[src/rtl/recip_lut_arbiter.sv]
// Round-robin arbiter sharing one registered reciprocal-seed LUT between NUM_REQ requesters.
// Optional perf counters (conflict_cycles, grant_count) are built with RECIP_LUT_ARBITER_PERF_EN.
module recip_lut_arbiter #(
  parameter int unsigned NUM_REQ     = 2,  // 2..8
  parameter int unsigned LUT_LATENCY = 1   // 1..4
) (
  input  logic                       clk,
  input  logic                       rst,
  input  logic [NUM_REQ-1:0]         req_valid,
  input  logic [8*NUM_REQ-1:0]       req_index,
  output logic [NUM_REQ-1:0]         req_ready,
  output logic [7:0]                 lut_in,
  input  logic [23:0]                lut_out,
  output logic [NUM_REQ-1:0]         rsp_valid,
  output logic [$clog2(NUM_REQ)-1:0] rsp_id,
  output logic [23:0]                rsp_data,
  output logic                       busy
`ifdef RECIP_LUT_ARBITER_PERF_EN
  ,
  output logic [15:0]                conflict_cycles,
  output logic [16*NUM_REQ-1:0]      grant_count
`endif
);

  localparam int unsigned IdW = $clog2(NUM_REQ);
  // One stage beyond the LUT latency so the tag lines up with the edge that samples lut_out.
  localparam int unsigned Depth = LUT_LATENCY + 1;

  logic [IdW-1:0]       ptr_q, ptr_d;
  logic [31:0]          ptr_ext;
  logic [NUM_REQ-1:0]   scan;
  logic                 gnt;
  logic [IdW-1:0]       gnt_id;
  logic [7:0]           gnt_index;
  logic [7:0]           lut_in_q, lut_in_d;
  logic [Depth-1:0]     tag_vld_q, tag_vld_d;
  logic [Depth*IdW-1:0] tag_id_q, tag_id_d;
  logic                 last_vld;
  logic [IdW-1:0]       last_id;
  logic [NUM_REQ-1:0]   rsp_valid_q, rsp_valid_d;
  logic [IdW-1:0]       rsp_id_q, rsp_id_d;
  logic [23:0]          rsp_data_q, rsp_data_d;
  logic                 busy_q, busy_d;

  assign ptr_ext = 32'(ptr_q);

  // Scan from the pointer upward with wrap; first valid requester wins.
  always_comb begin
    scan   = '0;
    gnt    = 1'b0;
    gnt_id = '0;
    for (int unsigned k = 0; k < NUM_REQ; k++) begin
      scan = req_valid >> ((k + ptr_ext) % NUM_REQ);
      if (!gnt && scan[0]) begin
        gnt    = 1'b1;
        gnt_id = IdW'((k + ptr_ext) % NUM_REQ);
      end
    end
    if (rst) begin
      gnt = 1'b0;
    end
  end

  assign req_ready = gnt ? (NUM_REQ'(1) << gnt_id) : '0;
  assign gnt_index = 8'(req_index >> {gnt_id, 3'b000});

  always_comb begin
    ptr_d    = ptr_q;
    lut_in_d = lut_in_q;
    if (gnt) begin
      ptr_d    = (gnt_id == IdW'(NUM_REQ - 1)) ? '0 : gnt_id + IdW'(1);
      lut_in_d = gnt_index;
    end

    tag_vld_d = {tag_vld_q[Depth-2:0], gnt};
    tag_id_d  = {tag_id_q[(Depth-1)*IdW-1:0], (gnt ? gnt_id : tag_id_q[IdW-1:0])};

    last_vld = tag_vld_q[Depth-1];
    last_id  = tag_id_q[Depth*IdW-1 -: IdW];

    rsp_valid_d = last_vld ? (NUM_REQ'(1) << last_id) : '0;
    rsp_id_d    = last_id;
    rsp_data_d  = last_vld ? lut_out : rsp_data_q;

    busy_d = (|tag_vld_d) | (|rsp_valid_d);
  end

  always_ff @(posedge clk) begin
    if (rst) begin
      ptr_q       <= '0;
      lut_in_q    <= '0;
      tag_vld_q   <= '0;
      tag_id_q    <= '0;
      rsp_valid_q <= '0;
      rsp_id_q    <= '0;
      rsp_data_q  <= '0;
      busy_q      <= 1'b0;
    end else begin
      ptr_q       <= ptr_d;
      lut_in_q    <= lut_in_d;
      tag_vld_q   <= tag_vld_d;
      tag_id_q    <= tag_id_d;
      rsp_valid_q <= rsp_valid_d;
      rsp_id_q    <= rsp_id_d;
      rsp_data_q  <= rsp_data_d;
      busy_q      <= busy_d;
    end
  end

  assign lut_in    = lut_in_q;
  assign rsp_valid = rsp_valid_q;
  assign rsp_id    = rsp_id_q;
  assign rsp_data  = rsp_data_q;
  assign busy      = busy_q;

`ifdef RECIP_LUT_ARBITER_PERF_EN
  logic [15:0] conflict_q;
  logic        multi_req;

  assign multi_req = ($countones(req_valid) > 1);

  always_ff @(posedge clk) begin
    if (rst) begin
      conflict_q <= '0;
    end else if (multi_req && (conflict_q != 16'hFFFF)) begin
      conflict_q <= conflict_q + 16'd1;
    end
  end

  assign conflict_cycles = conflict_q;

  for (genvar i = 0; i < NUM_REQ; i++) begin : gen_grant_cnt
    logic [15:0] cnt_q;

    always_ff @(posedge clk) begin
      if (rst) begin
        cnt_q <= '0;
      end else if (req_ready[i] && (cnt_q != 16'hFFFF)) begin
        cnt_q <= cnt_q + 16'd1;
      end
    end

    assign grant_count[16*i +: 16] = cnt_q;
  end
`endif

endmodule
[config.mk]
export PLATFORM = sky130hd
export DESIGN_NAME = recip_lut_arbiter
export DESIGN_NICKNAME = d
export VERILOG_FILES = /design/src/rtl/recip_lut_arbiter.sv
export SDC_FILE = /design/constraint.sdc
export NUM_CORES = 1
export LEC_CHECK = 0
export CAP_MARGIN = 5
export CELL_PAD_IN_SITES_DETAIL_PLACEMENT = 0
export CELL_PAD_IN_SITES_GLOBAL_PLACEMENT = 1
export CORE_ASPECT_RATIO = 1.5
export CORE_UTILIZATION = 25
export CTS_CLUSTER_SIZE = 14
export DETAILED_ROUTE_END_ITERATION = 10
export PLACE_DENSITY_LB_ADDON = 0.1
export SLEW_MARGIN = 20
export SYNTH_ARGS = -nofsm -noshare
export SYNTH_HDL_FRONTEND = slang
export SYNTH_SLANG_ARGS = --single-unit
[constraint.sdc]
create_clock -name clk -period 1.25 [get_ports clk]
set_input_delay 0.375 -clock clk [delete_from_list [all_inputs] [get_ports clk]]
set_output_delay 0.375 -clock clk [all_outputs]
set_load 0.01 [all_outputs]
==> results of run 1 <==
## repair_timing
action / in CTS / in global routing
pin swaps: 1 / 4
setup endpoints to repair: 47 / 46
resized for setup: 109 / 47
hold buffers: 0 / 0
buffers inserted: 2 / 2
hold endpoints to repair: 0 / 0
## worst max-delay path: cells and delay by family, from the launching register on
| kind | cells | cell delay [ns] |
|---|---|---|
| simple gates | 2 | 0.31 |
| buf+inv | 1 | 0.12 |
| flops | 1 | 0.36 |
## state kept, by name, indices dropped and copies added (netlist names)
signal,cells
busy,1
lut_in,8
ptr_q,1
rsp_data,24
rsp_id,1
rsp_valid,2
tag_id_q,2
tag_vld_q,2
## synthesized netlist by cell type (all sizes together), types with 2 or more instances
cell type / count
nor2: 28
buf: 6
nor2b: 4
clkbuf: 3
mux2i: 24
a21oi: 2
and2: 8
dfxtp: 41
and3: 2
a221o: 7
## layer usage
metal / part of all wire / wire (um) / GRT usage
met1: 0.37 / 1360 / 0.121
met2: 0.55 / 2030 / 0.237
met3: 0.074 / 277 / 0.0391
met4: 0.013 / 48 / 0.0500
met5: 0 / 0 / 0
## report_power, final
part           leakage [nW]  switching, mW  internal [mW]
Clock                0.0681          0.437          0.793
Combinational         0.652          0.178          0.281
Sequential            0.342         0.0342           1.38
## final timing paths
kind                     from      endpoint  cells after the start
setup / recovery        ptr_q  req_ready[1]                      3
hold reg to reg   tag_id_q[1]  rsp_valid[0]                      1
setup reg to reg        ptr_q     lut_in[1]                      5
hold / removal    tag_id_q[1]  rsp_valid[0]                      1
## cell families after synthesis
family | share of synthesized area
buffers and inverters | 0.0410
AOI/OAI and AO/OA | 0.0786
muxes | 0.164
and+or+nand+nor | 0.156
DFF | 0.561
## cell type report
cell class / count / share of cell area
Multi-Input combinational cell: 84 / 0.247
Sequential cell: 41 / 0.340
Timing Repair Buffer: 94 / 0.322
Clock inverter: 3 / 0.0263
Clock buffer: 5 / 0.0278
Tap cell: 70 / 0.0354
Inverter: 1 / 0.00152
==> summary.txt, run 1 <==
Routing
  – Wire length per cell: 12.5 um
  – Remaining routing DRC violations: 0
  – Wire length reported by the detailed router: 3.72 mm
  – Pre-antenna DRT Iters: 4
  – Detail-routed via count per cell: 4.35
  – Count of vias placed by the detailed router: 1296
  – Antenna violation net count after detailed routing: 0
  – Iteration-0 DRC count of the detailed router: 28

Global routing
  – Overall fraction of global-route tracks in use: 0.124
  – Number of global-route vias before repair: 1288
  – Maximum number of pins on one net before global-route repair: 28
  – GRT Residual Overflow: 0
  – First-pass GRT wire length: 5.70 mm
  – Initial antenna violation count: 0

Setup path
  – Critical path cell sequence: nand2b_4 > and3_4 > buf_6
  – Critical Path End Type: output port
  – Delay of the slowest cell on the worst path: 0.36 ns
  – Critical path start-end classification: flip-flop to output port
  – Critical Path Source Type: flip-flop
  – Largest fanout on the critical path: 4
  – Worst Path Required: 0.88 ns
  – Critical-path cell with the highest stage delay: dfxtp_4
  – Worst reg2reg setup slack: -0.10 ns
  – Data arrival, critical path: 1.08 ns

Finish
  – Register cell area after layout: 842 um2
  – Filler cell count in the final layout: 561
  – Final standard cell area without fillers: 2470 um2
  – N_diodes: 0
  – Final #Nets: 271
  – Most used cells in the layout excluding fill and tap cells: 40 x clkdlybuf4s50_1, 28 x nor2_1, 26 x dfxtp_1
  – Utilization after layout: 0.444
  – Area growth from synthesis to layout: 69.1%
  – Area occupied by multi-input gates: 612 um2
  – Layout cell share with drive strength beyond 1: 0.360
  – Most common cell after layout, fill and taps aside: clkdlybuf4s50_1
  – Fin cells: 298

Synth
  – Total of flip-flops plus latches after synthesis: 41
  – Number of standard cells after synthesis: 135
  – Library cell occupying the most area in the post-synthesis netlist: dfxtp_1
  – Post-Synthesis Net Count: 179
  – Fraction of the yosys area taken by sequential cells: 0.561
  – Synth area leaders: dfxtp_1 56%, mux2i_1 16%, nor2_1 7.2%, a221o_1 4.8%, and2_1 3.0%
  – Count of unique library cells instantiated by Yosys: 25
  – Post-synth top area share: 0.561
  – Total standard cell area after synthesis: 1460 um2
  – Share of flip-flops with an asynchronous set or reset: 0
  – Count of synthesis-stage warnings from yosys: 0
  – Most used flip-flop cell after synthesis: dfxtp_1
  – Average cell area after synthesis: 10.8 um2
  – Number of synthesized flops with an enable pin: 0

Clock network
  – CTS tree: built
  – Clock Root Buffer: clkbuf_8
  – Clock latency on the worst-skew pair: 0.29 ns
  – H-tree depth: 2
  – Worst-case clock buffer depth: 2
  – TritonCTS buffer count: 5
  – Clk sink count: 41
  – Register clock-pin slew on the reported worst setup and hold paths: 0.08 ns

Floorplanning
  – Number of rows created at floorplan: 33
  – Effective utilization at floorplan: 0.263
  – Die width: 64.5 um
  – Chip Height: 95.7 um
  – Core ar.: 5570 um2
  – Number of placed I/O pins: 82
  – Total die area: 6170 um2

Placement
  – Number of port buffers: 81
  – Placement-stage cell area: 2390 um2
  – Cell count after placement: 286
  – Worst-case setup slack after placement: -0.851 ns
  – Gpl congestion: 0.627
  – Sum of net half-perimeters after detailed placement: 2.75 mm

Status
  – Result of the run: complete, but fails checks
  – Violations in the final reports: setup timing

STA
  – Final Skew: 0.0113 ns
  – Setup violation total in the final timing report: 9
  – Final critical-path setup slack: -0.207 ns
  – Tightest Pin Transition: 0.300 ns
  – Unrepaired setup endpoints after global routing: yes
  – Final cycle utilization of the critical path: 1.17
  – Tmin final: 1.46 ns
  – Pins over their slew limit: 0
  – Maximum clock rate: 0.686 GHz
  – Final sum of negative setup slack: -0.947 ns
  – Worst hold slack after final layout: 0.447 ns
  – Final Hold Violating Endpoints: 0
  – Worst relative slew slack: 0.800

Pwr
  – Tot Pwr: 3.10 mW
  – LEAKAGE: 1.06 nW
  – IR Drop Worst-Case VDD: 0.559 mV
  – Power density cells: 1250 nW/um2

Hold path
  – Hold WC Path Type: flip-flop to flip-flop

Job
  – Max Cap Violations: 0
Power figures use the tool's default switching activity.
==> run 2: changes to the inputs <==
--- a/config.mk
+++ b/config.mk
@@ -8,10 +8,10 @@
 export CAP_MARGIN = 5
 export CELL_PAD_IN_SITES_DETAIL_PLACEMENT = 0
 export CELL_PAD_IN_SITES_GLOBAL_PLACEMENT = 1
-export CORE_ASPECT_RATIO = 1.5
-export CORE_UTILIZATION = 25
+export CORE_UTILIZATION = 35
 export CTS_CLUSTER_SIZE = 14
 export DETAILED_ROUTE_END_ITERATION = 10
+export DONT_BUFFER_PORTS = 1
 export PLACE_DENSITY_LB_ADDON = 0.1
 export SLEW_MARGIN = 20
 export SYNTH_ARGS = -nofsm -noshare
==> run 2 against run 1 <==
Effect of this change: the run still ends with setup timing left; setup slack gained 0.099 ns; sequential power hardly changed; global-route usage rose by 0.30 points; count of clock-buffer cells in the layout increased by 2; clock power shrank 11%; via count decreased by 28%; clock skew down 0.0073 ns; utilization is 3.5 points lower; register-to-register slack gained 0.15 ns; sequential share of layout area up 16 points; flip-flop and latch count is the same.
==> summary.txt, run 2 (same netlist as run 1, synthesis figures left out) <==
Pwr
  – Tot Pwr: 2.70 mW
  – IR Drop Worst-Case VDD: 0.758 mV
  – Power density cells: 1650 nW/um2
  – LEAKAGE: 0.649 nW

Finish
  – Area growth from synthesis to layout: 11.8%
  – Number of flip-flops under the largest register name: 24
  – Layout cell share with drive strength beyond 1: 0.129
  – Utilization after layout: 0.409
  – N_diodes: 0
  – Final #Nets: 182
  – Most common cell after layout, fill and taps aside: dfxtp_1
  – Most used cells in the layout excluding fill and tap cells: 40 x dfxtp_1, 28 x nor2_1, 24 x mux2i_1

Placement
  – Sum of net half-perimeters after detailed placement: 1.88 mm
  – Number of port buffers: 0
  – Gpl congestion: 0.607
  – Worst-case setup slack after placement: 0.0360 ns

STA
  – Worst relative slew slack: 0.636
  – Final Skew: 0.00404 ns
  – Final critical-path setup slack: -0.109 ns
  – Tmin final: 1.36 ns
  – Setup violation total in the final timing report: 2
  – Unrepaired setup endpoints after global routing: yes
  – Final Hold Violating Endpoints: 0
  – Final cycle utilization of the critical path: 1.09
  – Pins over their slew limit: 0
  – Maximum clock rate: 0.736 GHz
  – Tightest Pin Transition: 0.542 ns

Setup path
  – Critical Path End Type: output port
  – Worst reg2reg startpoint: ptr_q
  – Critical path start-end classification: flip-flop to output port
  – Worst Path Required: 0.88 ns
  – Critical Path Source: ptr_q
  – Worst reg2reg setup slack: 0.05 ns
  – Critical Path Source Type: flip-flop
  – Crit path capture: req_ready[1]
  – Data arrival, critical path: 0.98 ns
  – Worst-case reg-to-reg path depth: 4
  – Delay of the slowest cell on the worst path: 0.35 ns
  – Largest fanout on the critical path: 5
  – Critical path cell sequence: nand2b_4 > and3_4
  – FF-to-FF End: lut_in[1]
  – Critical-path cell with the highest stage delay: dfxtp_2

Clock network
  – Hold-fix buffer count after cts: 0
  – H-tree depth: 2
  – Clock latency on the worst-skew pair: 0.29 ns
  – TritonCTS buffer count: 5
  – CTS tree: built
  – Register clock-pin slew on the reported worst setup and hold paths: 0.08 ns
  – Worst-case clock buffer depth: 2
  – Clk sink count: 41
  – Clock Root Buffer: clkbuf_8

Global routing
  – First-pass GRT wire length: 3.99 mm
  – Number of global-route vias before repair: 860
  – Initial antenna violation count: 0
  – GRT Residual Overflow: 0
  – Maximum number of pins on one net before global-route repair: 35
  – Overall fraction of global-route tracks in use: 0.127

Routing
  – Remaining routing DRC violations: 0
  – Iteration-0 DRC count of the detailed router: 49
  – Wire length reported by the detailed router: 2.80 mm
  – Wire length per cell: 14.8 um
  – Detail-routed via count per cell: 4.97
  – Antenna violation net count after detailed routing: 0
  – Pre-antenna DRT Iters: 2
  – Count of vias placed by the detailed router: 939

Hold path
  – Hold WC Path Type: input port to flip-flop

Floorplanning
  – Number of placed I/O pins: 82
  – Die width: 66.7 um
  – Chip Height: 66.7 um
  – Effective utilization at floorplan: 0.366
  – Core ar.: 4000 um2
  – Total die area: 4440 um2
  – Number of rows created at floorplan: 23

Status
  – Result of the run: complete, but fails checks
  – Violations in the final reports: setup timing

Job
  – Max Cap Violations: 0
run 2: cell types whose count changed in the layout (fill, tap and decap cells not counted), moves of 2 or more:
| cell | change |
|---|---|
| buf_6 | -3 |
| clkdlybuf4s50_1 | -40 |
| clkbuf_2 | -19 |
| and2_4 | -2 |
| buf_4 | -7 |
| dfxtp_2 | -13 |
| and2_1 | +2 |
| buf_2 | -9 |
| clkdlybuf4s15_1 | -2 |
| clkdlybuf4s15_2 | -8 |
| dfxtp_1 | +14 |
run 2: timing repair:
item                       in CTS  in global routing
resized for setup               3                  0
cloned                          1                  0
buffers inserted                2                  0
pin swaps                       1                  0
setup endpoints to repair       2                  2
run 2: power breakdown:
group          internal (mW)  switching (mW)  leakage, nW
Combinational         0.0909          0.0723        0.254
Clock                  0.651           0.440       0.0585
Sequential              1.38          0.0699        0.337
run 2: worst min path at each step:
stage                      from           end  slack [ns]  cells after the start
floorplan           tag_id_q[1]  rsp_valid[0]        0.40                      1
global placement    tag_id_q[1]  rsp_valid[0]        0.41                      1
detailed placement  tag_id_q[1]  rsp_valid[0]        0.42                      1
CTS                         rst  rsp_data[17]        0.14                      1
global route                rst  rsp_data[18]        0.13                      1
finish                      rst  rsp_data[18]        0.15                      1
run 2: layout make-up:
class                           instances  area, um2
Fill cell                             409       2360
Inverter                                1       3.75
Sequential cell                        41        822
Multi-Input combinational cell         85        602
Timing Repair Buffer                    4       30.0
Tap cell                               50       62.6
Clock buffer                            7       86.3
Clock inverter                          1       30.0
run 2: routing by layer:
layer / track usage / wire [um]
met2: 0.184 / 1190
met4: 0.0638 / 53
met1: 0.154 / 1320
met5: 0 / 0
met3: 0.0599 / 245
run 2: per-stage QoR:
stage          instance area [um2]  hold slack [ns]  cells  TNS [ns]
6_report                      1640            0.148    189    -0.210
5_1_grt                       1640            0.132    189    -0.310
4_1_cts                       1640            0.140    189    -0.221
3_5_place_dp                  1490            0.421    178         0
3_3_place_gp                  1490            0.413    178         0
2_1_floorplan                 1470            0.404    135         0
run 2: worst max-delay path: cells and delay by family (launching register included):
kind          cells  cell delay (ns)
simple gates      2             0.34
flops             1             0.35
==> run 3: changes to the inputs <==
--- a/config.mk
+++ b/config.mk
@@ -9,6 +9,7 @@
 export CELL_PAD_IN_SITES_DETAIL_PLACEMENT = 0
 export CELL_PAD_IN_SITES_GLOBAL_PLACEMENT = 1
 export CORE_UTILIZATION = 35
+export CTS_BUF_LIST = sky130_fd_sc_hd__clkbuf_16
 export CTS_CLUSTER_SIZE = 14
 export DETAILED_ROUTE_END_ITERATION = 10
 export DONT_BUFFER_PORTS = 1
==> constraint.sdc (replaced) <==
create_clock -name clk -period 1.1 [get_ports clk]
set_input_delay 0.33 -clock clk [delete_from_list [all_inputs] [get_ports clk]]
set_output_delay 0.33 -clock clk [all_outputs]
set_load 0.01 [all_outputs]
==> run 3 against run 2 <==
Effect of this change: the flow still finishes with violations (setup timing); final area increased by 4.0%; non-clock buffer count increased by 2; wire length fell by 3.2%; largest cell class unchanged; largest power group unchanged; highest routed layer unchanged.
==> summary.txt, run 3 (same netlist as run 1, synthesis figures left out) <==
Global routing
  – Maximum number of pins on one net before global-route repair: 35
  – Number of global-route vias before repair: 812
  – Initial antenna violation count: 0
  – First-pass GRT wire length: 3.82 mm
  – GRT Residual Overflow: 0
  – Overall fraction of global-route tracks in use: 0.123

STA
  – Unrepaired setup endpoints after global routing: yes
  – Tmin final: 1.29 ns
  – Final Skew: 0.00206 ns
  – Worst relative slew slack: 0.619
  – Final critical-path setup slack: -0.189 ns
  – Final sum of negative setup slack: -0.477 ns
  – Maximum clock rate: 0.776 GHz
  – Setup violation total in the final timing report: 5
  – Tightest Pin Transition: 0.567 ns
  – Pins over their slew limit: 0
  – Final cycle utilization of the critical path: 1.17
  – Final Hold Violating Endpoints: 0

Status
  – Violations in the final reports: setup timing
  – Result of the run: complete, but fails checks

Placement
  – Number of port buffers: 0
  – Sum of net half-perimeters after detailed placement: 1.89 mm
  – Worst-case setup slack after placement: -0.144 ns
  – Placement-stage cell area: 1510 um2
  – Gpl congestion: 0.586

Floorplanning
  – Die width: 66.7 um
  – Number of rows created at floorplan: 23
  – Total die area: 4440 um2
  – Number of placed I/O pins: 82
  – Core ar.: 4000 um2
  – Chip Height: 66.7 um
  – Effective utilization at floorplan: 0.366

Hold path
  – End point of the worst hold path: rsp_data[17]
  – Hold WC Path Type: input port to flip-flop
  – Count of cells along the worst hold path: 1
  – Startpoint of the lowest-slack hold path: rst

Clock network
  – TritonCTS buffer count: 5
  – Register clock-pin slew on the reported worst setup and hold paths: 0.05 ns
  – Worst-case clock buffer depth: 2
  – Clock latency on the worst-skew pair: 0.27 ns
  – H-tree depth: 2
  – Hold-fix buffer count after cts: 0
  – Clock Root Buffer: clkbuf_16
  – Clk sink count: 41
  – CTS tree: built

Finish
  – Number of flip-flops under the largest register name: 24
  – Layout cell share with drive strength beyond 1: 0.142
  – Final #Nets: 184
  – Most used cells in the layout excluding fill and tap cells: 40 x dfxtp_1, 28 x nor2_1, 24 x mux2i_1
  – Filler cell count in the final layout: 405
  – Final standard cell area without fillers: 1700 um2
  – N_diodes: 0
  – Area growth from synthesis to layout: 16.2%
  – Most common cell after layout, fill and taps aside: dfxtp_1

Setup path
  – Critical-path cell with the highest stage delay: dfxtp_2
  – Largest fanout on the critical path: 8
  – Data arrival, critical path: 0.96 ns
  – Combined buffer and inverter count along the critical path: 0
  – Critical path cell sequence: a21oi_2 > and2_4
  – Family with the most delay on the worst path: flip-flops
  – Worst reg2reg setup slack: -0.04 ns
  – Worst Path Required: 0.77 ns
  – Worst-case reg-to-reg path depth: 4
  – Critical Path End Type: output port
  – Delay of the slowest cell on the worst path: 0.33 ns
  – Worst reg2reg startpoint: ptr_q
  – Critical path start-end classification: flip-flop to output port
  – FF-to-FF End: lut_in[1]
  – Critical Path Source Type: flip-flop

Routing
  – Iteration-0 DRC count of the detailed router: 16
  – Pre-antenna DRT Iters: 3
  – Detail-routed via count per cell: 4.88
  – Count of vias placed by the detailed router: 933
  – Antenna violation net count after detailed routing: 0
  – Wire length reported by the detailed router: 2.71 mm
  – Wire length per cell: 14.2 um
  – Remaining routing DRC violations: 0

Pwr
  – Power density cells: 2000 nW/um2
  – IR Drop Worst-Case VDD: 1.28 mV
  – LEAKAGE: 0.681 nW

Job
  – Max Cap Violations: 0
run 3: cell types whose count changed in the layout (fill, tap and decap cells not counted):
cell       change
inv_2          +1
and3_2         -1
buf_4          +2
and3_4         +1
clkbuf_8       -6
clkbuf_1       -1
clkbuf_16      +5
clkinv_1       +1
run 3: worst max path at each step:
stage / slack (ns) / cells after the start / to / startpoint
2_1_floorplan: -0.03 / 4 / req_ready[0] / rst
3_5_place_dp: -0.14 / 3 / lut_in[7] / req_valid[0]
3_3_place_gp: -0.02 / 3 / lut_in[3] / req_valid[0]
5_1_grt: -0.23 / 2 / req_ready[0] / ptr_q
4_1_cts: -0.21 / 2 / req_ready[1] / ptr_q
6_report: -0.19 / 2 / req_ready[0] / ptr_q
run 3: stage by stage:
stage / std cells / utilization / hold slack (ns) / power [mW]
final: 191 / 0.425 / 0.120 / 3.40
after global routing: 191 / 0.425 / 0.103 / 3.57
after CTS: 190 / 0.424 / 0.109 / 3.48
after detailed placement: 179 / 0.376 / 0.406 / 1.86
after global placement: 179 / 0.376 / 0.405 / 1.85
after floorplan: 135 / - / 0.404 / 1.85
run 3: timing repair:
action	in CTS	in global routing
pin swaps	1	3
setup buffers	2	1
gates resized for setup	1	0
endpoints found under the setup margin	2	6
gates cloned	1	0
hold endpoints to repair	0	0
run 3: report_power, final:
part           leakage [nW]  internal, mW  switching, mW
sequential            0.337          1.57         0.0775
clock                0.0826          1.05          0.512
combinational         0.262         0.111         0.0842
total                 0.681          2.73          0.673
run 3: final cells by class:
cell class	instances	area (um2)	share of cell area
sequential	41	822	0.483
inverter	1	3.75	0.00221
timing repair buffer	6	45.0	0.0265
clock buffer	5	125	0.0735
clock inverter	3	37.5	0.0221
multi-input combinational	85	606	0.356
tap	50	62.6	0.0368
run 3: metal layers:
metal  global-route usage  vias up  part of all wire
li1                     -      468                 -
met1                0.136      421              0.43
met2                0.182       42              0.47
met3               0.0736        2             0.094
met4               0.0638        0            0.0063
met5                    0        -                 0
